===== src/rtl/stream_mux_rr.sv =====
// stream_mux_rr: N-channel valid/ready stream mux with registered output.
// Fixed-select or round-robin grant; packets are never interleaved.
module stream_mux_rr #(
  parameter  int WIDTH = 8,
  parameter  int N     = 4,
  localparam int SELW  = $clog2(N)
) (
  input  logic               Clk,
  input  logic               Rst,
  input  logic               Mode,
  input  logic [SELW-1:0]    Sel,
  input  logic [N*WIDTH-1:0] In_Data,
  input  logic [N-1:0]       In_Valid,
  input  logic [N-1:0]       In_Last,
  output logic [N-1:0]       In_Ready,
  output logic [WIDTH-1:0]   Out_Data,
  output logic               Out_Valid,
  output logic               Out_Last,
  output logic [SELW-1:0]    Out_Chan,
  input  logic               Out_Ready
);

  typedef enum logic {
    IDLE,
    LOCKED
  } state_t;

  state_t state, nstate;

  logic [SELW-1:0] ptr, nptr;
  logic [SELW-1:0] lock_chan, nlock;
  logic [SELW-1:0] g;
  logic            gv;
  logic [SELW-1:0] rr_g;
  logic            rr_hit;
  logic [SELW-1:0] idx;
  logic            can_load;
  logic            xfer;
  logic [WIDTH-1:0] sel_data;
  logic            sel_last;

  // Valid padded to the full Sel range so out-of-range Sel never grants.
  logic [(1<<SELW)-1:0] vpad;

  always_comb begin
    vpad = '0;
    vpad[N-1:0] = In_Valid;
    rr_g = ptr;
    rr_hit = 1'b0;
    idx = '0;
    for (int k = 0; k < N; k++) begin
      idx = SELW'((int'(ptr) + k) % N);
      if (!rr_hit && In_Valid[idx]) begin
        rr_hit = 1'b1;
        rr_g = idx;
      end
    end
  end

  always_comb begin
    g  = '0;
    gv = 1'b0;
    unique case (1'b1)
      state == LOCKED: begin
        g  = lock_chan;
        gv = In_Valid[lock_chan];
      end
      state == IDLE && Mode: begin
        g  = rr_g;
        gv = rr_hit;
      end
      state == IDLE && !Mode: begin
        g  = Sel;
        gv = vpad[Sel];
      end
    endcase
  end

  assign can_load = !Out_Valid || Out_Ready;

  always_comb begin
    In_Ready = '0;
    sel_data = '0;
    sel_last = 1'b0;
    for (int i = 0; i < N; i++) begin
      if (g == SELW'(i)) begin
        In_Ready[i] = can_load && gv && !Rst;
        sel_data = In_Data[i*WIDTH +: WIDTH];
        sel_last = In_Last[i];
      end
    end
  end

  assign xfer = |(In_Ready & In_Valid);

  always_comb begin
    nstate = state;
    nptr   = ptr;
    nlock  = lock_chan;
    if (xfer) begin
      if (sel_last) begin
        nstate = IDLE;
        nptr   = (g == SELW'(N-1)) ? '0 : SELW'(g + 1'b1);
      end else if (state == IDLE) begin
        nstate = LOCKED;
        nlock  = g;
      end
    end
  end

  always_ff @(posedge Clk or posedge Rst) begin
    if (Rst) begin
      state     <= IDLE;
      ptr       <= '0;
      lock_chan <= '0;
    end else begin
      state     <= nstate;
      ptr       <= nptr;
      lock_chan <= nlock;
    end
  end

  always_ff @(posedge Clk or posedge Rst) begin
    if (Rst) begin
      Out_Valid <= 1'b0;
      Out_Data  <= '0;
      Out_Last  <= 1'b0;
      Out_Chan  <= '0;
    end else if (xfer) begin
      Out_Valid <= 1'b1;
      Out_Data  <= sel_data;
      Out_Last  <= sel_last;
      Out_Chan  <= g;
    end else if (Out_Valid && Out_Ready) begin
      Out_Valid <= 1'b0;
    end
  end

endmodule


===== config.mk =====
export PLATFORM = sky130hd
export DESIGN_NAME = stream_mux_rr
export DESIGN_NICKNAME = d
export VERILOG_FILES = /design/src/rtl/stream_mux_rr.sv
export SDC_FILE = /design/constraint.sdc
export NUM_CORES = 1
export LEC_CHECK = 0
export BUFFER_PORTS_ARGS = -buffer_cell sky130_fd_sc_hd__buf_2
export CAP_MARGIN = 30
export CORE_MARGIN = 2
export CORE_UTILIZATION = 45
export CTS_BUF_LIST = sky130_fd_sc_hd__clkbuf_8
export DETAILED_ROUTE_END_ITERATION = 16
export MAX_ROUTING_LAYER = met4
export PLACE_DENSITY = 0.87
export SLEW_MARGIN = 20
export SYNTH_ARGS = -nofsm -noshare
export SYNTH_HDL_FRONTEND = slang
export SYNTH_SLANG_ARGS = --single-unit

===== constraint.sdc =====
create_clock -name Clk -period 5.3 [get_ports Clk]
set_clock_uncertainty 0.05 [all_clocks]
set_input_delay 1.325 -clock Clk [delete_from_list [all_inputs] [get_ports Clk]]
set_output_delay 1.325 -clock Clk [all_outputs]
set_load 0.01 [all_outputs]

==> metrics.md <==
| Metric | Value |
|---|---|
| Initial Utilization | `46.0%` |
| GRT Total Usage | `20.9%` |
| Crit path DAT | `3.38 ns` |
| #FFs+latches synth | `17` |
| DRC Markers | `0` |
| Fmax | `0.210 GHz` |
| Synthesized Nets | `215` |
| Total Nets Final | `269` |
| Post CTS Setup Buffer Count | `0` |
| Mapped Cells | `165` |
| Synth cell types | `43` |
| Crit start category | `input pin` |
| Primary FF master, synth | `dfrtp_1` |
| XOR/XNOR Fraction of Synth Area | `0%` |
| Vias/cell | `5.68` |
| GPL Wtd Cong | `0.886` |
| Dominant cells by area after synthesis | `dfrtp_1, nor2b_1, a21oi_1` |
| Antenna viol nets, final | `0` |
| FFs w/ async S/R, synth | `100%` |
| Core box area | `0.00298 sq mm` |
| Reg power frac | `26.1%` |
| Initial DRC count | `40` |
| Worst hold start | `Out_Data[7]$_DFFE_PP0P_` |
| Hold Slack | `0.427 ns` |
| # hold bufs at CTS | `0` |
| Row Count | `20` |
| WHS Path Cells | `2` |
| DP Wirelength | `2610 um` |
| R2r endpoint | `lock_chan[0]$_DFFE_PP0P_` |
| Synth top area share | `31.1%` |
| Final setup fails | `0` |
| Worst hold path type | `reg -> reg` |
| Cell Int Power | `0.000511 W` |
| TritonCTS Buffers | `3` |
| CTS tree | `done` |
| Tmin final | `4.75 ns` |
| Syn Area/Cell | `8.30 sq um` |
| First-pass GRT wire length | `5460 um` |
| R2R Path Start | `ptr[0]$_DFFE_PP0P_` |
| Seq/Total Area, Yosys | `31.1%` |
| Clk pwr share | `10.3%` |
| Leak | `0.862 nW` |
| 1st-pass router iterations | `4` |
| Largest family of logic cells by synthesized area | `compound AO/OA/AOI/OAI gates` |
| Final slew viol count | `0` |
| Logic gate share of total power | `63.6%` |
| Vias in the first global route | `1,182` |
| Max Cap Viol | `0` |
| Met2 global-route usage | `31.9%` |
| Final hold vios | `0` |
| Most frequent cells in the layout | `buf_2, dfrtp_1, a21oi_1, o21ai_0, nand2_1` |
| Warnings, synthesis | `0` |
| Post-synthesis mux area share | `9.69%` |
| Initial antenna violation count | `0` |
| Switching Fraction | `46.3%` |
| Critical setup path kind | `in -> out` |
| Placed Cells | `247` |
| Critical path peak fanout | `14` |
| Finished Layout Cells | `251` |
| Gr busiest metal | `met2` |
| Worst setup EP type | `output pin` |
| CTS max path bufs | `2` |
| Outcome | `finished clean` |
| Compound-cell area share of the yosys netlist | `24.7%` |
| Die Wd | `59.2 um` |
| Final wirelength | `3510 um` |
| Total die area | `0.00350 sq mm` |
| Largest net degree at the start of global routing | `20` |
| Layout cells sized above 1 | `36.2%` |
| Slack of the worst reg-to-reg path | `1.57 ns` |
| EDFF count, synth | `0` |
| Synth Area in Simple Gates | `24.4%` |
| Drt wl/cell | `14.0 um` |
| R2r worst-path depth | `10` |
| Total congestion overflow | `0` |
| Cell area after synthesis | `0.00137 sq mm` |
| IO Pins | `62` |
| Post-CTS Resized | `0` |
| Area delta synth->final | `25.8%` |
| Clock sink count | `17` |
| Vias | `1,425` |
| Port bufs | `61` |
| N_diodes | `0` |
| Final period util | `89.7%` |
| Worst path required time | `3.92 ns` |
| Power density over the cells | `553 mW/mm^2` |
| Clock Tree Root | `clkbuf_8` |
| Clock latency on the worst-skew pair | `0.25 ns` |
| Dominant cell type by area after synthesis | `dfrtp_1` |
| Worst Tran Pin Value | `0.604 ns` |
| Die height | `59.2 um` |
| Most common cell after layout, fill and taps aside | `buf_2` |
| Met1 Use GR | `29.5%` |
| Unrepaired setup endpoints after global routing | `false` |
| H-tree levels | `1` |
| Setup TNS | `0 ns` |
| Slew margin rel. | `59.7%` |
| Hold Path End | `Out_Data[7]$_DFFE_PP0P_` |
| Psw | `0.000441 W` |
| Synth Area in Adders | `3.66%` |
| Met3 GRT Util | `1.97%` |
| VDD IR max | `344 uV` |
| Reg clk slew, reported paths | `0.07 ns` |
-- registers in the layout, indices dropped and copies added, names as in the netlist --
name and flops:
lock_chan 2, state 1, Out_Chan 2, ptr 2, Out_Last 1, Out_Data 8, Out_Valid 1
-- through the flow --
step	total power, W	cell area [sq um]	util, %	setup WS, ns
after floorplan	0.000681	1370	-	0.550
after global placement	0.000829	1680	56.3	0.649
after detailed placement	0.000842	1680	56.3	0.575
after CTS	0.000946	1720	57.8	0.557
after global routing	0.00103	1720	57.8	0.353
final	0.000952	1720	57.8	0.547
-- how the worst max path moves through the flow --
stage           startpoint          end
2_1_floorplan  In_Valid[3]  In_Ready[3]
3_3_place_gp   In_Valid[2]  In_Ready[1]
3_5_place_dp   In_Valid[2]  In_Ready[1]
4_1_cts        In_Valid[2]  In_Ready[1]
5_1_grt        In_Valid[2]  In_Ready[1]
6_report       In_Valid[2]  In_Ready[1]
-- synth_stat cells, drive strengths merged (2+ instances only) --
cell	count
inv	7
a31oi	2
nor2b	12
mux2	5
dfrtp	17
a22oi	2
ha	4
clkbuf	9
nand2b	6
o21ai	14
a211oi	2
buf	6
nor2	3
nand4	2
a21oi	14
nand2	14
and2	5
a221oi	7
nor3	9
o22ai	2
mux2i	5
-- cell families after synthesis --
logic type,count (synthesis)
and+or+nand+nor,59
AOI/OAI and AO/OA,52
buffers and inverters,22
DFF,17
muxes,11
adders and majority gates,4
-- layout make-up --
cell class	count	area, sq um
tap	33	41.3
inverter	7	26.3
multi-input combinational	126	855
timing repair buffer	64	328
sequential	17	425
fill	271	1260
clock buffer	3	41.3
clock inverter	1	5.00
-- per-layer routing --
layer	vias up	share of wire [%]
met2	38	48
met3	4	4.1
met4	0	0.94
met1	676	47
met5	-	0
li1	707	-
-- critical path: stages --
cell and delay [ns]:
buf_2 0.18, nor2b_1 0.15, o21ai_0 0.13, o311ai_0 0.19
a211oi_1 0.56, ha_1 0.53, and2_1 0.19, buf_2 0.12
-- power groups by stage --
stage          logic [W]  clock network [W]  registers, W
2_1_floorplan   0.000446                  0      0.000235
3_3_place_gp    0.000583                  0      0.000246
3_5_place_dp    0.000593                  0      0.000249
4_1_cts         0.000602          0.0000978      0.000247
5_1_grt         0.000675           0.000103      0.000256
6_report        0.000606          0.0000977      0.000248
(Power assumes the default switching activity.)
